### src/rtl/sdram_port_arbiter.sv
`default_nettype none
// ============================================================================
// Module   : sdram_port_arbiter
// Purpose  : Two-port round-robin arbiter in front of a single Avalon-MM SDRAM
//            controller. Only one command is in flight at a time.
//            Optional grant counters are enabled by the SDRAM_ARB_STATS_EN macro.
// Revision : 1.0
// ============================================================================
module sdram_port_arbiter #(
    parameter int ADDR_W = 25,
    parameter int DATA_W = 32
) (
    input  logic                clk_clk,
    input  logic                reset_reset_n,
    input  logic [ADDR_W-1:0]   r0_address,
    input  logic                r0_read,
    input  logic                r0_write,
    input  logic [DATA_W-1:0]   r0_writedata,
    input  logic [DATA_W/8-1:0] r0_byteenable,
    output logic                r0_waitrequest,
    output logic [DATA_W-1:0]   r0_readdata,
    output logic                r0_readdatavalid,
    input  logic [ADDR_W-1:0]   r1_address,
    input  logic                r1_read,
    input  logic                r1_write,
    input  logic [DATA_W-1:0]   r1_writedata,
    input  logic [DATA_W/8-1:0] r1_byteenable,
    output logic                r1_waitrequest,
    output logic [DATA_W-1:0]   r1_readdata,
    output logic                r1_readdatavalid,
    output logic [ADDR_W-1:0]   avm_address,
    output logic [DATA_W-1:0]   avm_writedata,
    output logic [DATA_W/8-1:0] avm_byteenable,
    output logic                avm_read,
    output logic                avm_write,
    input  logic                avm_waitrequest,
    input  logic [DATA_W-1:0]   avm_readdata,
    input  logic                avm_readdatavalid,
    output logic [15:0]         stat_grants0,
    output logic [15:0]         stat_grants1
);

    typedef enum logic [1:0] {
        IDLE   = 2'd0,
        CMD    = 2'd1,
        RDWAIT = 2'd2
    } state_t;

    state_t r_state;
    state_t w_state_nxt;
    logic   r_owner;
    logic   r_last_grant;

    logic w_req0;
    logic w_req1;
    logic w_grant;
    logic w_issue;
    logic w_accept;
    logic w_sel_read;
    logic w_sel_write;

    assign w_req0   = r0_read | r0_write;
    assign w_req1   = r1_read | r1_write;
    // On contention the requester not served last wins; otherwise whoever asks.
    assign w_grant  = (w_req0 & w_req1) ? ~r_last_grant : w_req1;
    assign w_issue  = (r_state == IDLE) & (w_req0 | w_req1);
    assign w_accept = (r_state == CMD) & ~avm_waitrequest;

    assign w_sel_read  = w_grant ? r1_read  : r0_read;
    assign w_sel_write = w_grant ? r1_write : r0_write;

    assign r0_readdata = avm_readdata;
    assign r1_readdata = avm_readdata;

    always_ff @(posedge clk_clk or negedge reset_reset_n) begin
        if (!reset_reset_n) begin
            r_state <= IDLE;
        end else begin
            r_state <= w_state_nxt;
        end
    end

    always_comb begin
        w_state_nxt      = r_state;
        r0_waitrequest   = 1'b1;
        r1_waitrequest   = 1'b1;
        r0_readdatavalid = 1'b0;
        r1_readdatavalid = 1'b0;
        case (r_state)
            IDLE: begin
                if (w_req0 | w_req1) begin
                    w_state_nxt = CMD;
                end
            end
            CMD: begin
                if (!avm_waitrequest) begin
                    r0_waitrequest = r_owner;
                    r1_waitrequest = ~r_owner;
                    w_state_nxt    = avm_read ? RDWAIT : IDLE;
                end
            end
            RDWAIT: begin
                if (avm_readdatavalid) begin
                    r0_readdatavalid = ~r_owner;
                    r1_readdatavalid = r_owner;
                    w_state_nxt      = IDLE;
                end
            end
            default: w_state_nxt = IDLE;
        endcase
    end

    always_ff @(posedge clk_clk or negedge reset_reset_n) begin
        if (!reset_reset_n) begin
            r_owner        <= 1'b0;
            r_last_grant   <= 1'b1;
            avm_address    <= '0;
            avm_writedata  <= '0;
            avm_byteenable <= '0;
            avm_read       <= 1'b0;
            avm_write      <= 1'b0;
        end else if (w_issue) begin
            r_owner        <= w_grant;
            r_last_grant   <= w_grant;
            avm_address    <= w_grant ? r1_address    : r0_address;
            avm_writedata  <= w_grant ? r1_writedata  : r0_writedata;
            avm_byteenable <= w_grant ? r1_byteenable : r0_byteenable;
            // Write takes priority; a simultaneous read stays pending.
            avm_write      <= w_sel_write;
            avm_read       <= w_sel_read & ~w_sel_write;
        end else if (w_accept) begin
            avm_read       <= 1'b0;
            avm_write      <= 1'b0;
        end
    end

`ifdef SDRAM_ARB_STATS_EN
    logic [15:0] r_grants0;
    logic [15:0] r_grants1;

    always_ff @(posedge clk_clk or negedge reset_reset_n) begin
        if (!reset_reset_n) begin
            r_grants0 <= '0;
            r_grants1 <= '0;
        end else if (w_accept) begin
            if (!r_owner && (r_grants0 != 16'hFFFF)) begin
                r_grants0 <= r_grants0 + 16'd1;
            end
            if (r_owner && (r_grants1 != 16'hFFFF)) begin
                r_grants1 <= r_grants1 + 16'd1;
            end
        end
    end

    assign stat_grants0 = r_grants0;
    assign stat_grants1 = r_grants1;
`else
    assign stat_grants0 = 16'd0;
    assign stat_grants1 = 16'd0;
`endif

endmodule
`default_nettype wire

### config.mk
export PLATFORM = sky130hd
export DESIGN_NAME = sdram_port_arbiter
export DESIGN_NICKNAME = d
export VERILOG_FILES = /design/src/rtl/sdram_port_arbiter.sv
export SDC_FILE = /design/constraint.sdc
export NUM_CORES = 1
export LEC_CHECK = 0
export ABC_AREA = 1
export BUFFER_PORTS_ARGS = -buffer_cell sky130_fd_sc_hd__clkbuf_2
export CAP_MARGIN = 20
export CORE_AREA = 2 2 127 129
export CTS_CLUSTER_SIZE = 14
export DETAILED_ROUTE_END_ITERATION = 12
export DIE_AREA = 0 0 129 131
export HOLD_SLACK_MARGIN = 0.08
export PLACE_DENSITY = 0.56
export SLEW_MARGIN = 10
export SYNTH_ARGS = -nofsm -noshare
export SYNTH_HDL_FRONTEND = slang
export SYNTH_SLANG_ARGS = --single-unit
export TNS_END_PERCENT = 1
### constraint.sdc
create_clock -name clk_clk -period 2.2 [get_ports clk_clk]
set_clock_uncertainty 0.05 [all_clocks]
set_input_delay 0.11 -clock clk_clk [delete_from_list [all_inputs] [get_ports clk_clk]]
set_output_delay 0.11 -clock clk_clk [all_outputs]
set_load 0.05 [all_outputs]
Word-level counts from Yosys, hierarchy flattened
Cells that the tools add are included.
W data, S select, Z words.
{"block": "word_totals", "register_bits": 67, "elab_cells": 49}
{"block": "classes", "n_eq_ne": 5, "n_mux": 22, "bitwise": 11, "n_reduce_logical": 3}
{"op": "$mux W32", "n": 1}
{"op": "$mux W25", "n": 1}
{"op": "$mux W1", "n": 14}
{"op": "$mux W2", "n": 4}
{"op": "$pmux W2 S3", "n": 1}
{"op": "$and A1 B1 Y1", "n": 4}
{"op": "$mux W4", "n": 1}
{"op": "$ne A2 B2 Y1 const B", "n": 2}
{"op": "$not A1 Y1", "n": 4}
{"op": "$or A1 B1 Y1", "n": 3}
{"op": "$reduce_and A3 Y1", "n": 1}
{"op": "$eq A2 B1 Y1 const B", "n": 1}
{"op": "$eq A2 B2 Y1 const B", "n": 1}
{"op": "$logic_not A2 Y1", "n": 1}
{"op": "$ne A2 B1 Y1 const B", "n": 1}
{"op": "$reduce_bool A2 Y1", "n": 1}

Depth between registers and ports, before layout
Gate-level depths: netlist of the first run.
{"block": "depth", "word_depth": 7, "mapped_depth": 8, "depth_no_buf": 7}

Least setup slack after synthesis of the first run
No wires, ideal clock.
{"block": "synth_path", "path_type": "register -> output", "from": "register r_state[0]", "to": "output r0_readdatavalid", "arrival_time_ns": 1.532, "required_time_ns": 2.040, "path_slack_ns": 0.508, "path_stages_with_launch": 4, "n_path_buf": 0, "path_cell_list": "dfrtp_1 -> inv_1 -> nand2_1 -> nor3_1"}
{"block": "synth_between", "elab_chain_cells": 2}
{"item": "start, declared", "line": "49", "rtl": "state_t r_state;"}
{"item": "start signal, assigned", "line": "79", "rtl": "r_state <= w_state_nxt;"}
{"item": "$eq A2 B2 Y1", "line": "89", "rtl": "case (r_state)"}
{"item": "$mux W1", "line": "89"}
{"item": "end, declared", "line": "22", "rtl": "output logic r0_readdatavalid,"}
Every way passes these cells.

Final worst setup path of the first run
{"block": "layout_path", "from": "input r1_write", "to": "register avm_writedata[8]"}
{"block": "layout_between", "elab_chain_cells": 4, "word_cells_on_any_way": 6}
{"item": "start, declared", "line": "25", "rtl": "input logic r1_write,"}
{"item": "$or A1 B1 Y1 (*)", "line": "63", "rtl": "assign w_req1 = r1_read | r1_write;"}
{"item": "$and A1 B1 Y1", "line": "65", "rtl": "assign w_grant = (w_req0 & w_req1) ? ~r_last_grant : w_req1;"}
{"item": "$mux W1", "line": "65"}
{"item": "$mux W32", "line": "126", "rtl": "avm_writedata <= w_grant ? r1_writedata : r0_writedata;"}
{"item": "end signal, assigned", "line": "126"}
{"item": "end, declared", "line": "32", "rtl": "output logic [DATA_W-1:0] avm_writedata,"}
Mark *: on every way between the ends. The rest lies on a longest branch, timed or not.
A chain may end at the register's enable or synchronous reset.

==> load_flow_metrics.sql, run 1 <==
INSERT INTO impl_metrics (metric_group, metric, value, unit) VALUES
('pwr', 'pwr-share-clk', '14.9', '%'),
('sta', 'grt_setup_unrepaired', 'no', ''),
('sta', 'setup_viol_count_final', '0', ''),
('final_layout', 'area_of_the_multi_input_gates', '1710', 'um^2'),
('synthesis', 'area_of_the_mapped_netlist', '4400', 'um^2'),
('sta', 'setup_total_negative_slack', '0', 'ns'),
('global_route', 'global_route_total_usage_across_every_layer', '15.2', '%'),
('die', 'pin_count', '325', ''),
('global_route', 'antenna_found_initial', '0', ''),
('final_layout', 'drive_gt1_share', '26.7', '%'),
('setup_path', 'worstPathRequired', '2.37', 'ns'),
('final_layout', 'mostFrequentLayoutCells', 'nand2_1 (199), clkbuf_2 (195), dlygate4sd3_1 (126)', ''),
('setup_path', 'max_stage_delay', '0.54', 'ns'),
('final_layout', 'final-seq-area', '1680', 'um^2'),
('routing', 'drtAntennaViolNets', '0', ''),
('synthesis', 'ys_seq_elements', '67', ''),
('setup_path', 'critPathMaxFanout', '29', ''),
('sta', 'max_slew_margin_vs_limit', '39.6', '%'),
('min_path', 'holdPathEnd', 'avm_address[8]$_DFFE_PN0P_', ''),
('flow_run', 'max_cap_violations', '0', ''),
('global_route', 'gr-usage-met2', '26.4', '%'),
('pwr', 'switching_power', '4.99', 'mW'),
('sta', 'finalCritPeriodShare', '92.8', '%'),
('pwr', 'netSwitchingFraction', '52.0', '%'),
('die', 'coreArea', '15600', 'um^2'),
('clock_tree', 'insertion_delay', '0.33', 'ns'),
('sta', 'drv_slew', '0', ''),
('routing', 'avgRoutedWirePerCell', '12.2', 'um'),
('global_route', 'grt_pass1_wl', '20.2', 'mm'),
('global_route', 'globalRoute.totalOverflow', '0', ''),
('routing', 'number_of_detailed_route_iterations_in_the_first_pass', '5', ''),
('placement', 'place_hpwl', '8.26', 'mm'),
('setup_path', 'critical_path_arrival', '2.22', 'ns'),
('sta', 'finalHoldViolCount', '0', ''),
('final_layout', 'synthToLayoutAreaGrowth', '48.7', '%'),
('clock_tree', 'clkSinkCount', '67', ''),
('clock_tree', 'h-tree-depth', '3', ''),
('placement', 'routabilityCongestion', '0.729', ''),
('placement', 'io_buffers', '196', ''),
('setup_path', 'crit-reg2reg-capture', 'avm_writedata[8]$_DFFE_PN0P_', ''),
('setup_path', 'crit_chain', 'dlygate4sd3_1, clkbuf_2, nor2_1, inv_2, nand2_2, buf_4, nand2_1, nand3_1, dlygate4sd3_1, nand2_1', ''),
('synthesis', 'syn_avg_cell_area', '7.34', 'um^2'),
('final_layout', 'layout.cells.most_common', 'nand2_1', ''),
('final_layout', 'filler_cell_count', '1589', ''),
('routing', 'totalWireLength', '13.0', 'mm'),
('min_path', 'start_point_of_the_worst_hold_path', 'r1_address[8]', ''),
('pwr', 'p_comb_share', '61.7', '%'),
('pwr', 'seq_power_share', '23.4', '%'),
('sta', 'final_period_minus_worst_setup_slack', '2.04', 'ns'),
('pwr', 'worst_ir_drop_vdd', '0.753', 'mV'),
('clock_tree', 'buffers_inserted_during_post_cts_setup_optimization', '0', ''),
('pwr', 'power', '9.59', 'mW'),
('clock_tree', 'path_clk_slew', '0.06', 'ns'),
('pwr', 'static-leakage-power', '3.56', 'nW'),
('clock_tree', 'cts_made_buffers', '9', ''),
('min_path', 'number_of_cells_traversed_by_the_worst_hold_path', '4', ''),
('outcome', 'run_status', 'finished, final reports clean', ''),
('routing', 'first_iter_violations', '144', ''),
('global_route', 'global_route.usage.met1', '17.7', '%'),
('die', 'die_width', '129', 'um'),
('global_route', 'largest_net_degree_at_the_start_of_global_routing', '68', ''),
('sta', 'max_freq', '490', 'MHz'),
('global_route', 'groute.layer.met3.usage', '4.48', '%'),
('placement', 'post-place-cells', '924', ''),
('sta', 'worst-slew-pin-transition', '0.906', 'ns'),
('clock_tree', 'cts_tree', 'yes', ''),
('synthesis', 'netlist_instances', '600', ''),
('routing', 'drc', '0', ''),
('min_path', 'timing.hold.worst.class', 'input pin to register', ''),
('global_route', 'grt_pass1_vias', '4270', ''),
('setup_path', 'critical_path.startpoint_type', 'input pin', '');
==> power by group through the flow <==
| stage | logic, mW | clock network (mW) | registers (mW) |
|---|---|---|---|
| 4_1_cts | 5.95 | 1.49 | 2.25 |
| 6_report | 5.92 | 1.42 | 2.25 |
| 2_1_floorplan | 2.23 | 0 | 4.26 |
| 3_5_place_dp | 5.21 | 0 | 2.25 |
| 5_1_grt | 6.40 | 1.53 | 2.32 |
| 3_3_place_gp | 5.16 | 0 | 2.26 |
==> area by class of cell <==
class / count / share of cell area (%)
Tap cell: 216 / 4.13
Inverter: 68 / 3.90
Multi-Input combinational cell: 368 / 26.2
Clock inverter: 7 / 1.05
Sequential cell: 67 / 25.6
Clock buffer: 9 / 3.44
Timing Repair Buffer: 331 / 35.6
==> layer usage <==
metal  share of wire (%)  vias up
li1                    -     2209
met1                  42     2045
met2                  48      210
met3                 6.9       29
met4                 2.4        0
met5                   0        -
==> critical path, delay by kind of cell <==
| family | cells | cell delay (ns) |
|---|---|---|
| buffers and inverters | 5 | 1.56 |
| AND/OR/NAND/NOR | 5 | 0.52 |
==> registers in the layout, summed over array words and instances (netlist names) <==
signal	flops
avm_read	1
avm_byteenable	4
r_last_grant	1
r_state	2
r_owner	1
avm_address	25
avm_writedata	32
avm_write	1
==> metrics by stage <==
step                      area [um^2]  setup WS, ns  util, %  hold WS [ns]
after global placement           4980         0.693     31.9         0.170
after global routing             6540        0.0342     42.0         0.114
after detailed placement         4980         0.672     31.9         0.170
final                            6540         0.158     42.0        0.0879
after CTS                        6540         0.134     41.9        0.0811
after floorplan                  4520         0.508        -        -0.236
==> synth_stat cells <==
library cell	n	area, um^2
dfstp_2	1	26.3
nand3_1	65	325
inv_1	67	251
nor3_1	2	10.0
buf_4	98	736
clkbuf_1	9	33.8
inv_2	1	3.75
buf_2	20	100
conb_1	1	3.75
nand2_2	1	6.26
nand3b_1	61	458
nand2_1	200	751
o21ai_0	2	10.0
nor2_1	4	15.0
o21ai_4	1	16.3
buf_1	1	3.75
dfrtp_1	66	1650
==> cell families (layout without fill, tap and decap cells) <==
| group | count (synthesis) | count (layout) | synth area share, % |
|---|---|---|---|
| and+or+nand+nor | 333 | 333 | 35.6 |
| buffers and inverters | 196 | 415 | 25.6 |
| DFF | 67 | 67 | 38.1 |
| AOI/OAI and AO/OA | 3 | 3 | 0.597 |
| other | 1 | 32 | 0.0852 |
==> how the worst max path moves through the flow <==
stage / startpoint / endpoint / slack (ns) / cells past startpoint
6_report: r1_write / avm_writedata[8]$_DFFE_PN0P_ / 0.16 / 10
5_1_grt: r1_write / avm_writedata[8]$_DFFE_PN0P_ / 0.03 / 10
4_1_cts: r_last_grant$_DFFE_PN1P_ / avm_read$_DFFE_PN0P_ / 0.13 / 6
3_5_place_dp: r_last_grant$_DFFE_PN1P_ / avm_writedata[12]$_DFFE_PN0P_ / 0.67 / 5
3_3_place_gp: r_last_grant$_DFFE_PN1P_ / avm_writedata[12]$_DFFE_PN0P_ / 0.69 / 5
2_1_floorplan: r_state[0]$_DFFE_PN0P_ / r0_readdatavalid / 0.51 / 3
==> what timing repair did <==
item                                   in CTS  in global routing
resized for setup                           0                  2
endpoints found under the hold margin     131                  0
hold buffers                              126                  0
setup endpoints to repair                   0                  6
(Power assumes the default switching activity.)
==> run 2, diff against run 1 <==
--- a/config.mk
+++ b/config.mk
@@ -5,13 +5,13 @@
 export SDC_FILE = /design/constraint.sdc
 export NUM_CORES = 1
 export LEC_CHECK = 0
-export ABC_AREA = 1
+export ABC_AREA = 0
 export BUFFER_PORTS_ARGS = -buffer_cell sky130_fd_sc_hd__clkbuf_2
 export CAP_MARGIN = 20
-export CORE_AREA = 2 2 127 129
+export CORE_AREA = 2 2 125 127
 export CTS_CLUSTER_SIZE = 14
 export DETAILED_ROUTE_END_ITERATION = 12
-export DIE_AREA = 0 0 129 131
+export DIE_AREA = 0 0 127 129
 export HOLD_SLACK_MARGIN = 0.08
 export PLACE_DENSITY = 0.56
 export SLEW_MARGIN = 10
==> run 2 against run 1 <==
Routed wire length grew 14%. Hold slack gained 0.074 ns. Critical endpoint is now r0_waitrequest. Largest cell class unchanged. Synthesized area shrank 3.0%. Via count grew 0.82%. Global-route usage grew 2.4 points. Critical path depth shrank 5. Cell count shrank 14%.
==> load_flow_metrics.sql, run 2 <==
INSERT INTO impl_metrics (metric_group, metric, value, unit) VALUES
('final_layout', 'num_antenna_cells', '0', ''),
('setup_path', 'slowest_stage', 'dlygate4sd3_1', ''),
('flow_run', 'max_cap_violations', '0', ''),
('routing', 'drc', '0', ''),
('final_layout', 'filler_cell_count', '1410', ''),
('final_layout', 'largest_reg_flops', '32', ''),
('setup_path', 'crit_chain', 'dlygate4sd3_1, clkbuf_2, or3b_2, or2_2, clkbuf_2', ''),
('min_path', 'number_of_cells_traversed_by_the_worst_hold_path', '3', ''),
('global_route', 'globalRoute.totalOverflow', '0', ''),
('synthesis', 'netlist_top_cells_count', 'buf_4 (96), dfrtp_1 (66), o21ai_0 (62)', ''),
('synthesis', 'synth_top_area_share', '38.7', '%'),
('routing', 'first_iter_violations', '240', ''),
('pwr', 'power', '9.13', 'mW'),
('final_layout', 'area_of_the_multi_input_gates', '1790', 'um^2'),
('synthesis', 'syn_avg_cell_area', '8.83', 'um^2'),
('placement', 'routabilityCongestion', '0.781', ''),
('clock_tree', 'clkSinkCount', '67', ''),
('sta', 'drv_slew', '0', ''),
('placement', 'place_hpwl', '9.10', 'mm'),
('setup_path', 'worst_reg_to_reg_path_cell_count', '5', ''),
('setup_path', 'endpoint_kind', 'output pin', ''),
('die', 'die_height', '129', 'um'),
('synthesis', 'synth_most_common_cell', 'buf_4', ''),
('clock_tree', 'h-tree-depth', '3', ''),
('setup_path', 'critical_path_class', 'input pin to output pin', ''),
('final_layout', 'drive_gt1_share', '32.3', '%'),
('die', 'overall_die_area', '16400', 'um^2'),
('die', 'row_count', '45', ''),
('sta', 'max_slew_margin_vs_limit', '40.5', '%'),
('routing', 'drtAntennaViolNets', '0', ''),
('setup_path', 'critical_path.startpoint_type', 'input pin', ''),
('synthesis', 'synth.largest_area_cell', 'dfrtp_1', ''),
('min_path', 'start_point_of_the_worst_hold_path', 'r1_read', ''),
('die', 'coreArea', '15000', 'um^2'),
('final_layout', 'reg_top3', 'avm_writedata: 32 flops, avm_address: 25 flops, avm_byteenable: 4 flops', ''),
('die', 'pin_count', '325', ''),
('synthesis', 'ys_types', '30', ''),
('final_layout', 'net_total_in_the_final_layout', '882', ''),
('setup_path', 'critPathMaxFanout', '3', ''),
('pwr', 'static-leakage-power', '2.88', 'nW'),
('setup_path', 'reg2reg_setup_slack', '0.41', 'ns'),
('global_route', 'grt_pass1_vias', '4595', ''),
('placement', 'io_buffers', '196', ''),
('final_layout', 'synthToLayoutAreaGrowth', '49.8', '%'),
('routing', 'totalWireLength', '14.8', 'mm'),
('synthesis', 'area_of_the_mapped_netlist', '4270', 'um^2'),
('synthesis', 'yosysWarnings', '0', ''),
('setup_path', 'critical_path.most_common_cell', 'clkbuf_2', ''),
('global_route', 'global_route_total_usage_across_every_layer', '17.6', '%'),
('pwr', 'power.density', '1430', 'nW/um^2'),
('die', 'die_width', '127', 'um'),
('setup_path', 'crit-reg2reg-capture', 'avm_address[4]$_DFFE_PN0P_', ''),
('sta', 'setup_viol_count_final', '0', ''),
('setup_path', 'worstPathRequired', '2.04', 'ns'),
('min_path', 'timing.hold.worst.class', 'input pin to register', ''),
('sta', 'finalHoldViolCount', '0', ''),
('clock_tree', 'clock_path_buffers', '2', ''),
('routing', 'via_count_of_the_routed_design', '4530', ''),
('clock_tree', 'insertion_delay', '0.33', 'ns'),
('pwr', 'worst_ir_drop_vdd', '0.509', 'mV'),
('final_layout', 'max_flop_register', 'avm_writedata', ''),
('synthesis', 'synthFlopType', 'dfrtp_1', ''),
('setup_path', 'path_buf_inv', '3', ''),
('sta', 'worst-slew-pin-transition', '0.893', 'ns'),
('sta', 'final_period_minus_worst_setup_slack', '1.98', 'ns'),
('synthesis', 'synth_sequential_area_ratio', '39.3', '%'),
('setup_path', 'critical_path_arrival', '1.82', 'ns'),
('clock_tree', 'path_clk_slew', '0.05', 'ns'),
('global_route', 'grt_pass1_wl', '22.7', 'mm'),
('min_path', 'holdPathEnd', 'avm_read$_DFFE_PN0P_', ''),
('global_route', 'largest_net_degree_at_the_start_of_global_routing', '68', ''),
('setup_path', 'top_family_by_delay_on_critical_path', 'buffers and inverters', ''),
('clock_tree', 'cts_tree', 'yes', ''),
('final_layout', 'mostFrequentLayoutCells', 'clkbuf_2 (195), dlygate4sd3_1 (126), dfrtp_1 (66)', ''),
('outcome', 'run_status', 'finished, final reports clean', ''),
('sta', 'finalCritPeriodShare', '89.8', '%'),
('final_layout', 'layout.cells.most_common', 'clkbuf_2', ''),
('synthesis', 'ys_seq_elements', '67', ''),
('synthesis', 'asyncSetResetFlopFracSynth', '100', '%'),
('global_route', 'antenna_found_initial', '0', ''),
('sta', 'grt_setup_unrepaired', 'no', ''),
('die', 'initial_utilization', '28.5', '%'),
('sta', 'setup_total_negative_slack', '0', 'ns'),
('setup_path', 'max_stage_delay', '0.56', 'ns'),
('routing', 'number_of_detailed_route_iterations_in_the_first_pass', '6', ''),
('sta', 'max_freq', '506', 'MHz'),
('routing', 'avgRoutedWirePerCell', '16.3', 'um'),
('synthesis', 'post_synth_main_area_contributors', 'dfrtp_1 (39%), buf_4 (17%), nand3b_1 (11%)', ''),
('routing', 'routed_via_density', '4.97', ''),
('final_layout', 'final-seq-area', '1680', 'um^2'),
('final_layout', 'post-route-util', '42.7', '%'),
('setup_path', 'worstReg2RegStart', 'r_state[1]$_DFFE_PN0P_', ''),
('clock_tree', 'cts_made_buffers', '9', ''),
('synthesis', 'netlist_instances', '484', ''),
('clock_tree', 'ctsRootBufferMaster', 'clkbuf_16', ''),
('synthesis', 'synth_edf_count', '0', '');
==> run 2: cell types whose count changed in the layout (fill, tap and decap cells not counted), moves of 3 or more <==
cell     delta
nand2_1   -194
nand3_1    -65
inv_1      -64
a21oi_1    +61
a31oi_1    +61
o21ai_0    +60
buf_12      +3
buf_4       +3
==> run 2: final cells by class <==
class                      count  area share (%)
tap                          188            3.68
inverter                       2           0.117
sequential                    67            26.2
clock inverter                 2           0.548
clock buffer                  13            4.07
multi-input combinational    305            28.0
timing repair buffer         335            37.4
==> run 2: how the worst max path moves through the flow <==
stage	startpoint	end	slack [ns]	depth (start not counted)
floorplan	r0_read	r_owner$_DFFE_PN0P_	0.67	5
global placement	r0_read	avm_write$_DFFE_PN0P_	0.28	5
detailed placement	r0_read	avm_write$_DFFE_PN0P_	0.23	5
CTS	r_state[1]$_DFFE_PN0P_	r0_waitrequest	0.23	3
global route	r_state[1]$_DFFE_PN0P_	r0_waitrequest	0.19	3
finish	avm_waitrequest	r0_waitrequest	0.22	5
==> run 2: worst min-delay path, stage by stage <==
cell	delay, ns
clkbuf_2	0.12
a2bb2oi_1	0.12
mux2i_1	0.13
==> run 2: what timing repair did <==
item | 4_1_cts | 5_1_grt
hold endpoints to repair | 129 | 0
buffers inserted | 0 | 0
gates resized for setup | 0 | 0
hold buffers | 126 | 0
==> run 2: metrics by stage <==
step	worst slack [ns]	hold slack, ns	cells	instance area (um^2)
after global routing	0.187	0.170	912	6400
after detailed placement	0.234	0.170	771	4840
after global placement	0.276	0.170	771	4840
after floorplan	0.673	-0.236	515	4390
after CTS	0.230	0.130	912	6400
final	0.224	0.162	912	6400
==> run 2: cells by family (layout without fill, tap and decap cells) <==
logic type	count (synthesis)	count (layout)	synth area share, %
buf+inv	143	352	22.3
simple gates	80	80	12.9
compound gates	189	189	24.2
other cells	1	32	0.0878
mux	4	4	1.20
flops	67	67	39.3
==> run 2: per-layer routing <==
metal	vias to the layer above	GRT usage, %	routed length (um)
met5	-	0	0
met4	0	9.18	596
met3	53	5.28	1090
met2	245	32.9	7650
met1	2146	17.7	5480
li1	2086	-	-
==> run 2: report_power, final <==
part           total, mW  switching (mW)  internal (mW)  leakage, nW
logic               5.38            3.92           1.45         1.97
registers           2.31           0.420           1.89        0.757
clock network       1.45           0.517          0.932        0.146
total               9.13            4.86           4.27         2.88
==> run 3, diff against run 2 <==
--- a/config.mk
+++ b/config.mk
@@ -8,12 +8,16 @@
 export ABC_AREA = 0
 export BUFFER_PORTS_ARGS = -buffer_cell sky130_fd_sc_hd__clkbuf_2
 export CAP_MARGIN = 20
-export CORE_AREA = 2 2 125 127
+export CELL_PAD_IN_SITES_DETAIL_PLACEMENT = 1
+export CELL_PAD_IN_SITES_GLOBAL_PLACEMENT = 1
+export CORE_AREA = 2 2 126 128
 export CTS_CLUSTER_SIZE = 14
 export DETAILED_ROUTE_END_ITERATION = 12
-export DIE_AREA = 0 0 127 129
+export DIE_AREA = 0 0 128 130
+export GPL_TIMING_DRIVEN = 0
 export HOLD_SLACK_MARGIN = 0.08
-export PLACE_DENSITY = 0.56
+export MAX_ROUTING_LAYER = met4
+export PLACE_DENSITY = 0.79
 export SLEW_MARGIN = 10
 export SYNTH_ARGS = -nofsm -noshare
 export SYNTH_HDL_FRONTEND = slang
==> run 3 against run 2 <==
Fmax hardly changed. Combinational power grew 13%. Cell area rose by 18%. Largest cell class unchanged. Power rose by 7.9%. Largest power group unchanged. Hold slack better by 0.026 ns. Routed wire length up 38%.
==> load_flow_metrics.sql, run 3 (synthesis gave the netlist of run 2 again) <==
INSERT INTO impl_metrics (metric_group, metric, value, unit) VALUES
('routing', 'routed_via_density', '4.96', ''),
('final_layout', 'final_standard_cell_count_with_taps_included_and_fillers_excluded', '1112', ''),
('sta', 'max_freq', '506', 'MHz'),
('global_route', 'global_route_total_usage_across_every_layer', '24.6', '%'),
('final_layout', 'synthToLayoutAreaGrowth', '76.1', '%'),
('final_layout', 'largest_reg_flops', '32', ''),
('routing', 'drtAntennaViolNets', '0', ''),
('setup_path', 'critPathMaxFanout', '10', ''),
('routing', 'drc', '0', ''),
('global_route', 'grt_pass1_vias', '5959', ''),
('sta', 'setup_viol_count_final', '0', ''),
('final_layout', 'area_of_the_multi_input_gates', '1760', 'um^2'),
('final_layout', 'max_flop_register', 'avm_writedata', ''),
('routing', 'number_of_detailed_route_iterations_in_the_first_pass', '5', ''),
('final_layout', 'mostFrequentLayoutCells', 'clkbuf_2 (259), dlygate4sd3_1 (127), buf_4 (96)', ''),
('pwr', 'seq_power_share', '23.1', '%'),
('final_layout', 'drive_gt1_share', '42.1', '%'),
('routing', 'first_iter_violations', '199', ''),
('pwr', 'worst_ir_drop_vdd', '0.507', 'mV'),
('clock_tree', 'buffers_inserted_during_post_cts_setup_optimization', '0', ''),
('sta', 'setup_total_negative_slack', '0', 'ns'),
('final_layout', 'net_total_in_the_final_layout', '1076', ''),
('final_layout', 'reg_top3', 'avm_writedata: 32 flops, avm_address: 25 flops, avm_byteenable: 4 flops', ''),
('setup_path', 'crit_chain', 'o21a_1, clkbuf_1, o21ai_0, a31oi_1', ''),
('sta', 'finalCritPeriodShare', '89.8', '%'),
('placement', 'io_buffers', '260', ''),
('pwr', 'power.density', '1310', 'nW/um^2'),
('clock_tree', 'cts_made_buffers', '9', ''),
('sta', 'finalHoldViolCount', '0', ''),
('final_layout', 'filler_cell_count', '1879', ''),
('pwr', 'pwr-share-clk', '15.1', '%'),
('clock_tree', 'clock_path_buffers', '2', ''),
('setup_path', 'critical_path_class', 'register to register', ''),
('pwr', 'switching_power', '5.43', 'mW'),
('flow_run', 'max_cap_violations', '0', ''),
('setup_path', 'max_stage_delay', '0.56', 'ns'),
('global_route', 'largest_net_degree_at_the_start_of_global_routing', '37', ''),
('sta', 'worst_hold_slack', '0.188', 'ns'),
('setup_path', 'slowest_stage', 'dfstp_2', ''),
('die', 'row_count', '46', ''),
('clock_tree', 'h-tree-depth', '3', ''),
('setup_path', 'critical_path.startpoint_type', 'register', ''),
('setup_path', 'critical_path_arrival', '2.16', 'ns'),
('sta', 'max_slew_margin_vs_limit', '50.6', '%'),
('sta', 'setup_ws', '0.224', 'ns'),
('die', 'coreArea', '15400', 'um^2'),
('placement', 'post-place-cells', '968', ''),
('min_path', 'timing.hold.worst.class', 'input pin to register', ''),
('setup_path', 'top_family_by_delay_on_critical_path', 'compound AO/OA/AOI/OAI gates', ''),
('setup_path', 'worstPathRequired', '2.38', 'ns'),
('final_layout', 'final-seq-area', '1680', 'um^2'),
('pwr', 'netSwitchingFraction', '55.1', '%'),
('clock_tree', 'path_clk_slew', '0.06', 'ns'),
('routing', 'via_count_of_the_routed_design', '5519', ''),
('die', 'initial_utilization', '27.7', '%'),
('setup_path', 'endpoint_kind', 'register', ''),
('clock_tree', 'ctsRootBufferMaster', 'clkbuf_16', ''),
('global_route', 'grt_pass1_wl', '30.9', 'mm'),
('die', 'die_width', '128', 'um'),
('global_route', 'antenna_found_initial', '1', ''),
('clock_tree', 'clkSinkCount', '67', ''),
('outcome', 'run_status', 'finished, final reports clean', ''),
('clock_tree', 'cts_tree', 'yes', ''),
('sta', 'worst-slew-pin-transition', '0.736', 'ns'),
('clock_tree', 'insertion_delay', '0.33', 'ns'),
('placement', 'place_hpwl', '12.5', 'mm'),
('pwr', 'static-leakage-power', '3.64', 'nW'),
('routing', 'avgRoutedWirePerCell', '18.3', 'um'),
('die', 'pin_count', '325', ''),
('routing', 'totalWireLength', '20.4', 'mm'),
('placement', 'dp_slack', '-0.0190', 'ns'),
('sta', 'drv_slew', '0', ''),
('pwr', 'cellInternalPower', '4.43', 'mW'),
('setup_path', 'path_buf_inv', '1', ''),
('global_route', 'globalRoute.totalOverflow', '0', ''),
('die', 'overall_die_area', '16600', 'um^2'),
('placement', 'routabilityCongestion', '0.769', ''),
('sta', 'final_period_minus_worst_setup_slack', '1.98', 'ns'),
('final_layout', 'layout.cells.most_common', 'clkbuf_2', ''),
('die', 'die_height', '130', 'um'),
('pwr', 'p_comb_share', '61.8', '%'),
('sta', 'grt_setup_unrepaired', 'no', '');
## run 3: path summary, 6_finish.rpt
check | cells past startpoint | to | start | slack [ns]
max | 4 | avm_writedata[11]$_DFFE_PN0P_ | r_last_grant$_DFFE_PN1P_ | 0.22
min | 3 | avm_read$_DFFE_PN0P_ | r0_write | 0.19
max reg2reg | 4 | avm_writedata[11]$_DFFE_PN0P_ | r_last_grant$_DFFE_PN1P_ | 0.22
min reg2reg | 2 | avm_address[9]$_DFFE_PN0P_ | avm_address[9]$_DFFE_PN0P_ | 0.50
max in group asynchronous | 3 | r_last_grant$_DFFE_PN1P_ | reset_reset_n | 1.19
min in group asynchronous | 2 | avm_writedata[12]$_DFFE_PN0P_ | reset_reset_n | 0.27
## run 3: final cells by class
cell class | instances | share of cell area, %
sequential | 67 | 22.3
clock buffer | 11 | 3.23
timing repair buffer | 388 | 34.5
multi-input combinational | 305 | 23.4
clock inverter | 5 | 0.698
tap | 192 | 3.19
antenna | 1 | 0.0333
inverter | 2 | 0.0998
buffer | 141 | 12.5
## run 3: tightest hold or removal path: stages
cell       delay, ns
clkbuf_2        0.11
a2bb2oi_1       0.17
mux2i_1         0.13
## run 3: power groups by stage
stage,combinational (mW),clock [mW],sequential (mW)
final,6.09,1.49,2.28
after global routing,6.47,1.57,2.35
after CTS,6.00,1.51,2.25
after detailed placement,5.81,0,2.26
after global placement,5.71,0,2.24
after floorplan,2.25,0,4.27
## run 3: routing by layer
metal	GRT usage, %	part of all wire [%]
met1	27.1	39
met4	13.6	4.4
met2	42.6	51
met5	-	0
met3	3.94	5.2
## run 3: per-stage QoR
step	instance area [um^2]	total power, mW	util [%]
after floorplan	4390	6.52	-
after global placement	5930	7.95	38.4
after detailed placement	5950	8.07	38.6
after CTS	7520	9.76	48.7
after global routing	7520	10.4	48.8
final	7520	9.86	48.8
## run 3: what timing repair did
item                                    4_1_cts  5_1_grt
endpoints found under the setup margin        0        2
endpoints found under the hold margin        95        0
gates resized for setup                       0        1
hold buffers                                127        0
